**config.mk**
```make
export PLATFORM = sky130hd
export DESIGN_NAME = multiport_reorder_buffer
export DESIGN_NICKNAME = d
export VERILOG_FILES = /design/src/rtl/instruction_type.sv /design/src/rtl/rob_pkg.sv /design/src/rtl/rob_commit_select.sv /design/src/rtl/multiport_reorder_buffer.sv
export SDC_FILE = /design/constraint.sdc
export NUM_CORES = 2
export LEC_CHECK = 0
export BUFFER_PORTS_ARGS = -buffer_cell sky130_fd_sc_hd__buf_2
export CAP_MARGIN = 20
export CORE_MARGIN = 2
export CORE_UTILIZATION = 30
export DETAILED_ROUTE_END_ITERATION = 12
export PLACE_DENSITY = 0.46
export SETUP_SLACK_MARGIN = 0.3
export SYNTH_ARGS = -nofsm -noshare
export SYNTH_HDL_FRONTEND = slang
export SYNTH_HIERARCHICAL = 1
export SYNTH_SLANG_ARGS = --single-unit
```
**constraint.sdc**
```tcl
create_clock -name clk -period 19.7 [get_ports clk]
set_input_delay 0 -clock clk [delete_from_list [all_inputs] [get_ports clk]]
set_output_delay 0 -clock clk [all_outputs]
set_load 0.05 [all_outputs]
```
**src/rtl/instruction_type.sv**
```systemverilog
// Instruction class encodings shared by dispatch, the ROB and the commit logic.
// Latency: n/a (type definitions only).
// Backpressure: n/a.
package instruction_type;

  typedef enum logic [1:0] {
    INSTR_ALU    = 2'd0,
    INSTR_LOAD   = 2'd1,
    INSTR_STORE  = 2'd2,
    INSTR_BRANCH = 2'd3
  } instr_type_e;

endpackage

```
**src/rtl/rob_pkg.sv**
```systemverilog
// Shared reorder-buffer entry layout and helpers.
// Latency: n/a (type definitions only).
// Backpressure: n/a.
package rob_pkg;

  import instruction_type::*;

  localparam int DEST_W = 5;

  // Per-entry status; value and PC live in separate XLEN-wide arrays so this
  // struct stays independent of the datapath width.
  typedef struct packed {
    logic               valid;
    logic               data_ready;
    logic               address_valid;
    logic               exception;
    logic               mispredict;
    instr_type_e        itype;
    logic [DEST_W-1:0]  dest;
  } rob_entry_t;

  // Memory operations may only retire once their address has been generated.
  function automatic logic needs_address(input instr_type_e t);
    return (t == INSTR_LOAD) || (t == INSTR_STORE);
  endfunction

endpackage

```
**src/rtl/rob_commit_select.sv**
```systemverilog
// Commit prefix scan: picks the in-order run of retirable lanes starting at head.
// Latency: purely combinational.
// Backpressure: none; a lane that is not ready blocks every later lane.
//
// Ports:
//   lane_ready   - entry head+k is complete and may retire
//   lane_stop    - entry head+k carries an exception or mispredict
//   commit_valid - lanes retiring this cycle (contiguous from lane 0)
//   retire_count - number of set bits in commit_valid
module rob_commit_select #(
  parameter int COMMIT_WIDTH = 2,
  parameter int CNT_W        = 5
) (
  input  logic [COMMIT_WIDTH-1:0] lane_ready,
  input  logic [COMMIT_WIDTH-1:0] lane_stop,
  output logic [COMMIT_WIDTH-1:0] commit_valid,
  output logic [CNT_W-1:0]        retire_count
);

  always_comb begin : scan
    logic chain;
    chain        = 1'b1;
    commit_valid = '0;
    retire_count = '0;
    for (int k = 0; k < COMMIT_WIDTH; k++) begin
      commit_valid[k] = chain & lane_ready[k];
      if (commit_valid[k]) begin
        retire_count = retire_count + CNT_W'(1);
      end
      // A faulting entry retires itself but closes the group behind it.
      chain = commit_valid[k] & ~lane_stop[k];
    end
  end

endmodule

```
**src/rtl/multiport_reorder_buffer.sv**
```systemverilog
// Multi-lane reorder buffer: in-order allocate, out-of-order writeback, in-order retire.
// Latency: dispatch/writeback visible one cycle after the edge; commit_valid is combinational from state.
// Backpressure: dispatch_ready drops unless a full DISPATCH_WIDTH group fits; flush drops that cycle's dispatch.
//
// Ports:
//   clk, reset            - rising-edge clock, synchronous active-high reset
//   dispatch_*            - allocate lanes (thermometer valid), tags returned on dispatch_tag
//   cdb_*                 - CDB_PORTS result writebacks, lowest port wins on tag collision
//   agu_valid/agu_rob_tag - marks a memory op's address as generated
//   flush/flush_start_tag - squash flush_start_tag..tail-1, tail rewinds to flush_start_tag
//   commit_*              - COMMIT_WIDTH retire lanes read from head
//   head, tail, count, empty, full - occupancy status
module multiport_reorder_buffer
  import instruction_type::*;
  import rob_pkg::*;
#(
  parameter int XLEN           = 32,
  parameter int ROB_BUF_SIZE   = 16,
  parameter int ROB_TAG_WIDTH  = $clog2(ROB_BUF_SIZE) + 1,
  parameter int DISPATCH_WIDTH = 2,
  parameter int CDB_PORTS      = 2,
  parameter int COMMIT_WIDTH   = 2
) (
  input  logic                                    clk,
  input  logic                                    reset,

  input  logic [DISPATCH_WIDTH-1:0]               dispatch_valid,
  input  logic [DISPATCH_WIDTH*2-1:0]             dispatch_type,
  input  logic [DISPATCH_WIDTH*5-1:0]             dispatch_dest,
  input  logic [DISPATCH_WIDTH*XLEN-1:0]          dispatch_pc,
  output logic                                    dispatch_ready,
  output logic [DISPATCH_WIDTH*ROB_TAG_WIDTH-1:0] dispatch_tag,

  input  logic [CDB_PORTS-1:0]                    cdb_valid,
  input  logic [CDB_PORTS*ROB_TAG_WIDTH-1:0]      cdb_rob_tag,
  input  logic [CDB_PORTS*XLEN-1:0]               cdb_data,
  input  logic [CDB_PORTS-1:0]                    cdb_exception,
  input  logic [CDB_PORTS-1:0]                    cdb_mispredict,

  input  logic                                    agu_valid,
  input  logic [ROB_TAG_WIDTH-1:0]                agu_rob_tag,

  input  logic                                    flush,
  input  logic [ROB_TAG_WIDTH-1:0]                flush_start_tag,

  output logic [COMMIT_WIDTH-1:0]                 commit_valid,
  output logic [COMMIT_WIDTH*2-1:0]               commit_type,
  output logic [COMMIT_WIDTH*5-1:0]               commit_dest,
  output logic [COMMIT_WIDTH*XLEN-1:0]            commit_value,
  output logic [COMMIT_WIDTH-1:0]                 commit_exception,
  output logic [COMMIT_WIDTH-1:0]                 commit_mispredict,
  output logic [COMMIT_WIDTH*XLEN-1:0]            commit_pc,

  output logic [ROB_TAG_WIDTH-1:0]                head,
  output logic [ROB_TAG_WIDTH-1:0]                tail,
  output logic [$clog2(ROB_BUF_SIZE):0]           count,
  output logic                                    empty,
  output logic                                    full
);

  localparam int IDX_W = $clog2(ROB_BUF_SIZE);
  localparam int TAG_W = ROB_TAG_WIDTH;
  localparam int CNT_W = IDX_W + 1;

  rob_entry_t        entries_q [ROB_BUF_SIZE];
  rob_entry_t        entries_d [ROB_BUF_SIZE];
  logic [XLEN-1:0]   value_q   [ROB_BUF_SIZE];
  logic [XLEN-1:0]   value_d   [ROB_BUF_SIZE];
  logic [XLEN-1:0]   pc_q      [ROB_BUF_SIZE];
  logic [XLEN-1:0]   pc_d      [ROB_BUF_SIZE];
  logic [TAG_W-1:0]  head_q, head_d;
  logic [TAG_W-1:0]  tail_q, tail_d;

  logic [TAG_W-1:0]        occupancy;
  logic [CNT_W-1:0]        free_slots;
  logic [TAG_W-1:0]        dispatch_cnt;
  logic [TAG_W-1:0]        flush_span;
  logic                    dispatch_fire;
  logic [IDX_W-1:0]        cdb_idx  [CDB_PORTS];
  logic [CDB_PORTS-1:0]    cdb_hit;
  logic [IDX_W-1:0]        agu_idx;
  logic                    agu_hit;
  logic [IDX_W-1:0]        head_idx [COMMIT_WIDTH];
  logic [COMMIT_WIDTH-1:0] lane_ready, lane_stop;
  logic [COMMIT_WIDTH-1:0] commit_sel_raw, commit_sel;
  logic [TAG_W-1:0]        retire_raw, retire_cnt;

  // A tag is live when its distance from head is below the occupancy; this
  // uses the wrap bit so a stale tag from a previous lap cannot alias.
  function automatic logic in_flight(input logic [TAG_W-1:0] t,
                                     input logic [TAG_W-1:0] hd,
                                     input logic [TAG_W-1:0] occ);
    logic [TAG_W-1:0] off;
    off = t - hd;
    return off < occ;
  endfunction

  assign occupancy      = tail_q - head_q;
  assign count          = CNT_W'(occupancy);
  assign free_slots     = CNT_W'(ROB_BUF_SIZE) - count;
  assign dispatch_ready = free_slots >= CNT_W'(DISPATCH_WIDTH);
  assign dispatch_fire  = dispatch_ready & ~flush;
  assign flush_span     = tail_q - flush_start_tag;
  assign head           = head_q;
  assign tail           = tail_q;
  assign empty          = (head_q == tail_q);
  assign full           = (head_q[IDX_W-1:0] == tail_q[IDX_W-1:0]) &&
                          (head_q[TAG_W-1] != tail_q[TAG_W-1]);

  always_comb begin
    dispatch_tag = '0;
    dispatch_cnt = '0;
    for (int i = 0; i < DISPATCH_WIDTH; i++) begin
      dispatch_tag[i*TAG_W +: TAG_W] = tail_q + TAG_W'(i);
      dispatch_cnt = dispatch_cnt + TAG_W'(dispatch_valid[i]);
    end
  end

  always_comb begin
    for (int p = 0; p < CDB_PORTS; p++) begin
      cdb_idx[p] = IDX_W'(cdb_rob_tag[p*TAG_W +: TAG_W]);
      cdb_hit[p] = cdb_valid[p] &&
                   in_flight(cdb_rob_tag[p*TAG_W +: TAG_W], head_q, occupancy) &&
                   entries_q[cdb_idx[p]].valid;
    end
    agu_idx = IDX_W'(agu_rob_tag);
    agu_hit = agu_valid && in_flight(agu_rob_tag, head_q, occupancy) &&
              entries_q[agu_idx].valid;
  end

  // Retire lane view of the entries at head..head+COMMIT_WIDTH-1.
  always_comb begin
    lane_ready        = '0;
    lane_stop         = '0;
    commit_type       = '0;
    commit_dest       = '0;
    commit_value      = '0;
    commit_exception  = '0;
    commit_mispredict = '0;
    commit_pc         = '0;
    for (int k = 0; k < COMMIT_WIDTH; k++) begin
      head_idx[k]   = IDX_W'(head_q + TAG_W'(k));
      lane_ready[k] = entries_q[head_idx[k]].valid &&
                      entries_q[head_idx[k]].data_ready &&
                      (entries_q[head_idx[k]].address_valid ||
                       !needs_address(entries_q[head_idx[k]].itype));
      lane_stop[k]  = entries_q[head_idx[k]].exception ||
                      entries_q[head_idx[k]].mispredict;
      commit_type[k*2 +: 2]       = entries_q[head_idx[k]].itype;
      commit_dest[k*5 +: 5]       = entries_q[head_idx[k]].dest;
      commit_value[k*XLEN +: XLEN] = value_q[head_idx[k]];
      commit_exception[k]         = entries_q[head_idx[k]].exception;
      commit_mispredict[k]        = entries_q[head_idx[k]].mispredict;
      commit_pc[k*XLEN +: XLEN]    = pc_q[head_idx[k]];
    end
  end

  rob_commit_select #(
    .COMMIT_WIDTH (COMMIT_WIDTH),
    .CNT_W        (TAG_W)
  ) u_commit_select (
    .lane_ready   (lane_ready),
    .lane_stop    (lane_stop),
    .commit_valid (commit_sel_raw),
    .retire_count (retire_raw)
  );

  // Nothing retires while reset is being applied.
  assign commit_sel   = reset ? '0 : commit_sel_raw;
  assign retire_cnt   = reset ? '0 : retire_raw;
  assign commit_valid = commit_sel;

  // Update order matters: writebacks first, then retire/flush clears, so a
  // squashed entry never keeps a same-cycle CDB or AGU write.
  always_comb begin
    entries_d = entries_q;
    value_d   = value_q;
    pc_d      = pc_q;
    head_d    = head_q;
    tail_d    = tail_q;

    // Highest port first so the lowest-numbered port lands last and wins.
    for (int p = CDB_PORTS - 1; p >= 0; p--) begin
      if (cdb_hit[p]) begin
        entries_d[cdb_idx[p]].data_ready = 1'b1;
        entries_d[cdb_idx[p]].exception  = cdb_exception[p];
        entries_d[cdb_idx[p]].mispredict = cdb_mispredict[p];
        value_d[cdb_idx[p]]              = cdb_data[p*XLEN +: XLEN];
      end
    end

    if (agu_hit) begin
      entries_d[agu_idx].address_valid = 1'b1;
    end

    for (int k = 0; k < COMMIT_WIDTH; k++) begin
      if (commit_sel[k]) begin
        entries_d[head_idx[k]] = '0;
      end
    end
    head_d = head_q + retire_cnt;

    if (flush) begin
      for (int i = 0; i < ROB_BUF_SIZE; i++) begin
        if (TAG_W'(i) < flush_span) begin
          entries_d[IDX_W'(flush_start_tag + TAG_W'(i))] = '0;
        end
      end
      tail_d = flush_start_tag;
    end else if (dispatch_fire) begin
      for (int i = 0; i < DISPATCH_WIDTH; i++) begin
        if (dispatch_valid[i]) begin
          entries_d[IDX_W'(tail_q + TAG_W'(i))]       = '0;
          entries_d[IDX_W'(tail_q + TAG_W'(i))].valid = 1'b1;
          entries_d[IDX_W'(tail_q + TAG_W'(i))].itype = instr_type_e'(dispatch_type[i*2 +: 2]);
          entries_d[IDX_W'(tail_q + TAG_W'(i))].dest  = dispatch_dest[i*5 +: 5];
          pc_d[IDX_W'(tail_q + TAG_W'(i))]            = dispatch_pc[i*XLEN +: XLEN];
        end
      end
      tail_d = tail_q + dispatch_cnt;
    end
  end

  always_ff @(posedge clk) begin
    if (reset) begin
      for (int i = 0; i < ROB_BUF_SIZE; i++) begin
        entries_q[i] <= '0;
      end
      head_q <= '0;
      tail_q <= '0;
    end else begin
      entries_q <= entries_d;
      head_q    <= head_d;
      tail_q    <= tail_d;
    end
  end

  // Payload is qualified by the entry valid bits and needs no reset.
  always_ff @(posedge clk) begin
    value_q <= value_d;
    pc_q    <= pc_d;
  end

endmodule

```
==> metrics.md <==
| Metric | Value |
|---|---|
| Clk pwr share | 32.8% |
| Cell Area, Synth | 80800 µm² |
| Core Area | 268000 µm² |
| Vias in the first global route | 68500 |
| # clock sinks | 1226 |
| Hold path start | cdb_valid[1] |
| Path depth of the worst reg2reg path | 17 |
| Comb power frac | 29.4% |
| Die height | 523 µm |
| Max_cap viols | 0 |
| Reg-to-reg endpoint | entries_q[163] |
| Die Wd | 523 µm |
| Most frequent cells in the layout | nand2_1, mux4_2, dfxtp_1 |
| Die ar. | 273000 µm² |
| Total Negative Setup Slacks | 0 ps |
| Site row count | 190 |
| Via Count | 73100 |
| Static Leak | 34.7 nW |
| Hold path cells | 5 |
| Final core occ | 34.6% |
| Initial antenna violation count | 46 |
| Syn Area/Cell | 9.56 µm² |
| IO Pins | 350 |
| Fin crit share | 40.7% |
| Crit path time final | 8010 ps |
| Pre-antenna DRT Iters | 6 |
| Number of fill cells in the layout | 26900 |
| Peak Freq | 125 MHz |
| # DRC | 0 |
| Worst r2r src | head[0] |
| Maximum fanout along the worst path | 62 |
| Yosys Warn Count | 6 |
| Clock Tree Buf Depth | 4 |
| Gate count of the mapped netlist | 8448 |
| TritonCTS clock tree | yes |
| ANT nets after route | 0 |
| Slew Limit Fails | 0 |
| Hold slack | 56.1 ps |
| R2R Setup Slk | 11690 ps |
| Internal | 5.95 mW |
| Initial DRC count | 8768 |
| Most common cell after layout, fill and taps aside | nand2_1 |
| First-pass GRT wire length | 520000 µm |
| Largest net degree at the start of global routing | 167 |
| Pwr per Cell Area | 99.2 nW/µm² |
| Setup violators final | 0 |
| Hold Path End | entries_q[10] |
| Final Hold Violating Endpoints | 0 |
| Slew of the pin with the lowest slew margin | 1220 ps |
| Final global-route overflow total | 0 |
| Crit start category | flop |
| Unrepaired setup endpoints after global routing | false |
| Layout cell share with drive strength beyond 1 | 19.2% |
| Sw Pwr | 3.23 mW |
| Port bufs | 349 |
| Starting density of the core | 30.1% |
| WL/cell | 30.7 µm |
| Vias/cell | 6.05 |
| GR Util All Layers | 26.1% |
| Area Growth Syn to Fin | 14.7% |
| Worst-Skew Late Latency | 850 ps |
| H-tree levels | 4 |
| Status | finished, final reports clean |
| Setup Skew | 62.4 ps |
| Crit end category | flop |
| Root Driver | clkbuf_16 |
| Critical Path RT | 20370 ps |
| Global placement routability congestion | 0.944 |
| # nets final | 8617 |
| Reg power frac | 37.8% |
| Crit path DAT | 8680 ps |
| CTS clk-pin slew, worst paths | 60 ps |
| Slew margin rel. | 17.5% |
| Post-Route WL | 370000 µm |
| Hpwl dp | 216000 µm |
| Num CTS Buffers | 160 |
| Hold crit path type | input port to flop |
| Postcts setup bufs | 0 |
| Worst VDD drop | 0.0885 mV |
| Setup CP Type | flop to flop |
| Switching portion of total power | 35.2% |
-- worst max-delay path: stages, from the launching register on --
cell	delay [ps]
dfxtp_4	920
inv_1	320
ha_4	940
buf_4	890
mux4_2	610
mux4_2	490
xnor2_1	300
nor2_1	70
a311oi_1	210
and3b_1	300
nor2b_1	510
nand3b_1	190
o21ai_0	300
o21ai_1	320
and2_0	510
a21boi_0	240
o211ai_1	450
a221oi_1	110
-- cell type report --
cell class                 instances  area [µm²]  area share [%]
antenna                           25        62.6          0.0675
clock buffer                     222        4630            5.00
clock inverter                    54         563           0.608
inverter                          92         360           0.389
multi-input combinational       6166       47500            51.3
sequential                      1226       29700            32.0
tap                             3552        4440            4.80
timing repair buffer             741        5330            5.75
-- worst max-delay path by stage --
stage | end | cells after the start | startpoint | slack, ps
4_1_cts | entries_q[163] | 17 | head[0] | 11750
3_3_place_gp | entries_q[163] | 17 | head[0] | 12010
5_1_grt | entries_q[63] | 17 | head[0] | 11250
2_1_floorplan | entries_q[103] | 14 | head[1] | 1910
3_5_place_dp | entries_q[163] | 17 | head[0] | 11760
6_report | entries_q[163] | 17 | head[0] | 11690
-- sequential cells by signal, summed over array words and instances (netlist names) --
signal,count
value_q,512
pc_q,512
entries_q,192
tail,5
head,5
-- through the flow --
step	power (mW)	instances	area (µm²)	setup slack, ps
after global routing	9.51	12100	92600	11250
final	9.18	12100	92600	11690
after CTS	9.19	12100	92500	11750
after detailed placement	6.10	11500	84900	11760
after floorplan	5.35	8450	80800	1910
after global placement	6.05	11500	84900	12010
-- timing repair --
action,4_1_cts,5_1_grt
hold buffers,245,0
endpoints found under the hold margin,1200,0
setup endpoints to repair,0,0
gates resized for setup,0,0
-- per-layer routing --
metal | GRT usage, % | wire [µm] | vias up
li1 | - | - | 31200
met1 | 33.7 | 147000 | 36700
met2 | 42.6 | 174000 | 4352
met3 | 4.63 | 31800 | 862
met4 | 11.4 | 17500 | 30
met5 | 0 | 199 | -
-- power by group through the flow --
stage	sequential, mW	combinational, mW	clock (mW)
finish	3.47	2.70	3.02
global route	3.51	2.85	3.15
CTS	3.45	2.68	3.06
detailed placement	3.50	2.60	0
global placement	3.48	2.57	0
floorplan	3.48	1.87	0
Note: power is estimated with default switching activity, not from simulation.
